$ cat src/rtl/mem_port_arbiter.sv
// Shares one single-port RAM between icache (read) and dcache (r/w); dcache wins unless icache starves.
// 1-cycle read latency, responses cannot be backpressured; perf counters exist only with MEM_ARB_PERF_EN.
module mem_port_arbiter #(
    parameter int                ADDR_W       = 64,
    parameter int                IDX_W        = 28,
    parameter logic [ADDR_W-1:0] BASE_ADDR    = ADDR_W'(64'h8000_0000),
    parameter int                STARVE_LIMIT = 4,
    parameter int                CNT_W        = 32
) (
    input  logic              clock,
    input  logic              reset,
    input  logic              icache_cmd_valid,
    output logic              icache_cmd_ready,
    input  logic [ADDR_W-1:0] icache_cmd_addr,
    output logic              icache_rsp_valid,
    output logic [31:0]       icache_rsp_data,
    input  logic              dcache_cmd_valid,
    output logic              dcache_cmd_ready,
    input  logic [ADDR_W-1:0] dcache_cmd_addr,
    input  logic              dcache_cmd_wen,
    input  logic [63:0]       dcache_cmd_wdata,
    input  logic [7:0]        dcache_cmd_wstrb,
    output logic              dcache_rsp_valid,
    output logic [63:0]       dcache_rsp_data,
    output logic              mem_en,
    output logic [IDX_W-1:0]  mem_idx,
    input  logic [63:0]       mem_rdata,
    output logic              mem_wen,
    output logic [63:0]       mem_wdata,
    output logic [63:0]       mem_wmask,
    output logic              addr_err,
    input  logic              perf_clean,
    output logic [CNT_W-1:0]  perf_igrant_cnt,
    output logic [CNT_W-1:0]  perf_dgrant_cnt,
    output logic [CNT_W-1:0]  perf_conflict_cnt
);

    localparam int SC_W = $clog2(STARVE_LIMIT + 1);

    typedef enum logic {NORMAL, FORCE_I} state_t;

    state_t            state, state_next;
    logic [SC_W-1:0]   starve_cnt, starve_next;
    logic              icache_grant, dcache_grant, fire_any, in_win;
    logic [ADDR_W-1:0] sel_addr, offset;
    logic [63:0]       rdata_ok;

    always_comb begin
        state_next   = state;
        starve_next  = '0;
        icache_grant = 1'b0;
        dcache_grant = 1'b0;
        case (state)
            NORMAL: begin
                dcache_grant = dcache_cmd_valid;
                icache_grant = icache_cmd_valid & ~dcache_cmd_valid;
            end
            FORCE_I: icache_grant = icache_cmd_valid;
            default: ;
        endcase
        if (reset) begin
            icache_grant = 1'b0;
            dcache_grant = 1'b0;
        end
        if (icache_cmd_valid && !icache_grant)
            starve_next = starve_cnt + 1'b1;
        // Entering FORCE_I on the count reaching the limit makes the next cycle the icache's.
        case (state)
            NORMAL:  if (starve_next == SC_W'(STARVE_LIMIT)) state_next = FORCE_I;
            FORCE_I: if (icache_grant || !icache_cmd_valid) state_next = NORMAL;
            default: state_next = NORMAL;
        endcase
    end

    assign icache_cmd_ready = icache_grant;
    assign dcache_cmd_ready = dcache_grant;
    assign fire_any         = icache_grant | dcache_grant;
    assign sel_addr         = dcache_grant ? dcache_cmd_addr : icache_cmd_addr;
    assign offset           = sel_addr - BASE_ADDR;
    assign in_win           = (sel_addr >= BASE_ADDR) && ((offset >> (IDX_W + 3)) == '0);

    assign mem_en    = fire_any & in_win;
    assign mem_idx   = IDX_W'(offset >> 3);
    assign mem_wen   = dcache_grant & dcache_cmd_wen & in_win;
    assign mem_wdata = dcache_cmd_wdata;
    assign rdata_ok  = in_win ? mem_rdata : 64'd0;

    for (genvar i = 0; i < 8; i++) begin : g_mask
        assign mem_wmask[8*i +: 8] = {8{dcache_cmd_wstrb[i]}};
    end

    always_ff @(posedge clock) begin
        if (reset) begin
            state            <= NORMAL;
            starve_cnt       <= '0;
            icache_rsp_valid <= 1'b0;
            icache_rsp_data  <= '0;
            dcache_rsp_valid <= 1'b0;
            dcache_rsp_data  <= '0;
            addr_err         <= 1'b0;
        end else begin
            state            <= state_next;
            starve_cnt       <= starve_next;
            icache_rsp_valid <= icache_grant;
            dcache_rsp_valid <= dcache_grant & ~dcache_cmd_wen;
            if (icache_grant)
                icache_rsp_data <= sel_addr[2] ? rdata_ok[63:32] : rdata_ok[31:0];
            if (dcache_grant && !dcache_cmd_wen)
                dcache_rsp_data <= rdata_ok;
            if (fire_any && !in_win)
                addr_err <= 1'b1;
        end
    end

`ifdef MEM_ARB_PERF_EN
    logic [CNT_W-1:0] igrant_cnt, dgrant_cnt, conflict_cnt;

    always_ff @(posedge clock) begin
        if (reset || perf_clean) begin
            igrant_cnt   <= '0;
            dgrant_cnt   <= '0;
            conflict_cnt <= '0;
        end else begin
            if (icache_grant && igrant_cnt != '1)
                igrant_cnt <= igrant_cnt + 1'b1;
            if (dcache_grant && dgrant_cnt != '1)
                dgrant_cnt <= dgrant_cnt + 1'b1;
            if (icache_cmd_valid && dcache_cmd_valid && conflict_cnt != '1)
                conflict_cnt <= conflict_cnt + 1'b1;
        end
    end

    assign perf_igrant_cnt   = igrant_cnt;
    assign perf_dgrant_cnt   = dgrant_cnt;
    assign perf_conflict_cnt = conflict_cnt;
`else
    logic unused_perf_clean;
    assign unused_perf_clean = perf_clean;
    assign perf_igrant_cnt   = '0;
    assign perf_dgrant_cnt   = '0;
    assign perf_conflict_cnt = '0;
`endif

endmodule
$ cat config.mk
export PLATFORM = sky130hd
export DESIGN_NAME = mem_port_arbiter
export DESIGN_NICKNAME = d
export VERILOG_FILES = /design/src/rtl/mem_port_arbiter.sv
export SDC_FILE = /design/constraint.sdc
export NUM_CORES = 1
export LEC_CHECK = 0
export ABC_CLOCK_PERIOD_IN_PS = 6400
export BUFFER_PORTS_ARGS = -buffer_cell sky130_fd_sc_hd__buf_2
export CAP_MARGIN = 20
export CORE_AREA = 5 5 238 240
export DETAILED_ROUTE_END_ITERATION = 7
export DIE_AREA = 0 0 243 245
export HOLD_SLACK_MARGIN = 0.12
export PLACE_DENSITY_LB_ADDON = 0.2
export RECOVER_POWER = 100
export SLEW_MARGIN = 20
export SYNTH_ARGS = -nofsm -noshare
export SYNTH_HDL_FRONTEND = slang
export SYNTH_SLANG_ARGS = --single-unit
$ cat constraint.sdc
create_clock -name clock -period 6.4 [get_ports clock]
set_clock_uncertainty 0.2 [all_clocks]
set_input_delay 0 -clock clock [delete_from_list [all_inputs] [get_ports clock]]
set_output_delay 0 -clock clock [all_outputs]
set_load 0.005 [all_outputs]
==> impl_metrics.env <==
export IMPL_yosys_register_bits=103
export IMPL_first_pass_iters=6
export IMPL_r2r_end="dcache_rsp_data[9]"
export IMPL_synth_simple_area_share=0.156
export IMPL_tns_ns=0
export IMPL_powerDensity_nw_per_um2=157
export IMPL_layout_worst_path_cycle_share=0.736
export IMPL_grt_total_usage=0.0946
export IMPL_io_buffers=322
export IMPL_crit_cells=12
export IMPL_ff2ff_path_depth=10
export IMPL_synthAdderAreaFrac=0.00190
export IMPL_cp_top_family="simple AND/OR/NAND/NOR gates"
export IMPL_leakage_nw=4.16
export IMPL_layout_commonest_cell="buf_2"
export IMPL_yosys_warnings=0
export IMPL_synthMuxAreaShare=0.0656
export IMPL_fin_nets=1378
export IMPL_most_common_layout_cells="216 x buf_2, 191 x dlygate4sd3_1, 103 x dfxtp_1, 103 x clkbuf_1, 98 x nand2_1"
export IMPL_start_util=0.121
export IMPL_wl_per_cell_um=17.0
export IMPL_cts_buffers=9
export IMPL_viasPerCell=3.54
export IMPL_setup_viol=0
export IMPL_cp_required_ns=6.50
export IMPL_gp_congestion=0.865
export IMPL_crit_buf_inv=4
export IMPL_cp_arrival_ns=4.81
export IMPL_grt_pass1_wl_um=43500
export IMPL_path_max_fanout=64
export IMPL_status="complete, no violations"
export IMPL_crit_chain="dlygate4sd3_1 > clkbuf_1 > or3b_2 > buf_12 > nor4_1 > or2_1 > nand3b_1 > a31oi_1 > nand4_1 > nor4b_4 > buf_4 > a22o_1"
export IMPL_worst_pin_slew_ns=1.40
export IMPL_clkLatencyLatePin_ns=0.35
export IMPL_cpMaxStageDelayCell="nor4_1"
export IMPL_ys_flop_type="dfxtp_1"
export IMPL_critPathKind="input pin to flip-flop"
export IMPL_clock_sinks=103
export IMPL_synthCells=739
export IMPL_hold_depth=6
export IMPL_num_rows=86
export IMPL_synth_xor_area_share=0.00798
export IMPL_rsz0062_at_grt="no"
export IMPL_grt_pass1_vias=6686
export IMPL_wl_um=30900
export IMPL_cap_viol_max_count=0
export IMPL_hold_path_end="addr_err"
export IMPL_r2r_slack_ns=1.82
export IMPL_synth_cell_types=52
export IMPL_dieArea_um2=59500
export IMPL_hp_start="icache_cmd_addr[50]"
export IMPL_grt_overflow_total=0
export IMPL_yosys_top_cells_area="dfxtp_1 31%, buf_4 26%, a22o_1 13%"
export IMPL_slew_violations=0
export IMPL_post_cts_buffers=0
export IMPL_vias=6438
export IMPL_ys_seq_area_frac=0.313
export IMPL_yosysTopAreaCell="dfxtp_1"
export IMPL_die_h_um=245
export IMPL_hold_class="input pin to flip-flop"
export IMPL_antenna_found_initial=3
export IMPL_yosys_area_top_type_share=0.313
export IMPL_fmax_ghz=0.212
export IMPL_root_buffer="clkbuf_16"
export IMPL_total_power_mw=1.52
export IMPL_grt_start_max_net_pins=65
export IMPL_hold_viol_final=0
export IMPL_endpoint_kind="flip-flop"
export IMPL_relSlewSlack=0.0659
export IMPL_ant_nets=0
export IMPL_synth_area_per_cell_um2=8.91
export IMPL_drive_above_1_share=0.254
export IMPL_fp_dieW_um=243
export IMPL_ios=625
export IMPL_area_growth_pct=46.9
export IMPL_synth_area_um2=6590
export IMPL_reg2reg_from="state"
export IMPL_synth_edf_count=0
export IMPL_dpl_hpwl_um=23300
export IMPL_critPathLaunchType="input pin"
export IMPL_initialDrtViolationCount=175
export IMPL_synth_top_family_by_area="buffers and inverters"
export IMPL_drc=0
export IMPL_cts_resized=0
export IMPL_cts_buffer_depth=2
export IMPL_synth_async_reset_ratio=0
export IMPL_core_um2=54400
export IMPL_critPathMaxStageDelay_ns=0.70
export IMPL_tritoncts="done"
export IMPL_min_period_ns=4.71
export IMPL_htree_levels=3
export IMPL_synth_compound_area_frac=0.161
export IMPL_path_clk_slew_ns=0.07
export IMPL_ir_drop_uv=115
## through the flow
stage	setup slack, ns	cells	instance area [µm²]	hold slack, ns	utilization
after detailed placement	1.96	1609	7620	-0.200	0.140
after CTS	1.88	1816	9810	0.121	0.180
after global routing	1.26	1819	9670	0.153	0.178
after global placement	2.00	1607	7590	-0.200	0.139
after floorplan	3.41	834	6940	-0.154	-
final	1.69	1820	9670	0.132	0.178
## synth_stat cells, drive strengths merged (6+ instances only)
library cell / count
nor3: 16
mux2i: 6
o21ai: 7
nor2: 13
nor4: 22
nand4: 13
or4: 8
buf: 244
clkbuf: 15
mux2: 33
nand2: 98
dfxtp: 103
nand3: 11
a22o: 97
## layer usage
| metal | GRT usage | up-vias | wire (µm) |
|---|---|---|---|
| met1 | 0.107 | 2982 | 12100 |
| met4 | 0.0374 | 0 | 1040 |
| met3 | 0.0161 | 39 | 1670 |
| met5 | 0 | - | 0 |
| li1 | - | 3049 | - |
| met2 | 0.176 | 368 | 16200 |
## area by class of cell
| class | count | area (µm²) |
|---|---|---|
| fill | 6225 | 44800 |
| timing repair buffer | 521 | 3480 |
| multi-input combinational | 468 | 2950 |
| sequential | 103 | 2060 |
| tap | 704 | 881 |
| clock buffer | 9 | 225 |
| clock inverter | 7 | 52.6 |
| inverter | 4 | 15.0 |
| antenna | 4 | 10.0 |
## kinds of logic after synthesis
family / after synthesis
buf+inv: 263
compound gates: 125
flops: 103
simple gates: 201
fa+ha+maj: 1
other cells: 1
xor+xnor: 6
mux: 39
## state kept, by name, indices dropped and copies added, names as in the netlist
| name | count |
|---|---|
| dcache_rsp_data | 64 |
| icache_rsp_data | 32 |
| starve_cnt | 3 |
| addr_err | 1 |
| dcache_rsp_valid | 1 |
| icache_rsp_valid | 1 |
| state | 1 |
## power by group
group / switching (mW) / total (mW) / internal (mW) / leakage, nW
Combinational: 0.172 / 0.343 / 0.171 / 3.19
Sequential: 0.00138 / 0.643 / 0.641 / 0.830
Clock: 0.266 / 0.535 / 0.269 / 0.137
Total: 0.440 / 1.52 / 1.08 / 4.16
## worst max-delay path by stage
stage | from | endpoint | slack [ns]
after floorplan | state | dcache_rsp_data[0] | 3.41
final | reset | dcache_rsp_data[9] | 1.69
after global routing | reset | dcache_rsp_data[6] | 1.26
after global placement | state | dcache_rsp_data[1] | 2.00
after detailed placement | state | dcache_rsp_data[44] | 1.96
after CTS | reset | dcache_rsp_data[4] | 1.88
## worst min-delay path: cells and delay by family
kind | cells | cell delay (ns)
buffers and inverters | 1 | 0.10
and+or+nand+nor | 5 | 0.53
## what timing repair did
action                                  4_1_cts  5_1_grt
hold endpoints to repair                    258        0
hold buffers                                191        0
endpoints found under the setup margin        0        0
Note: power is estimated with default switching activity, not from simulation.
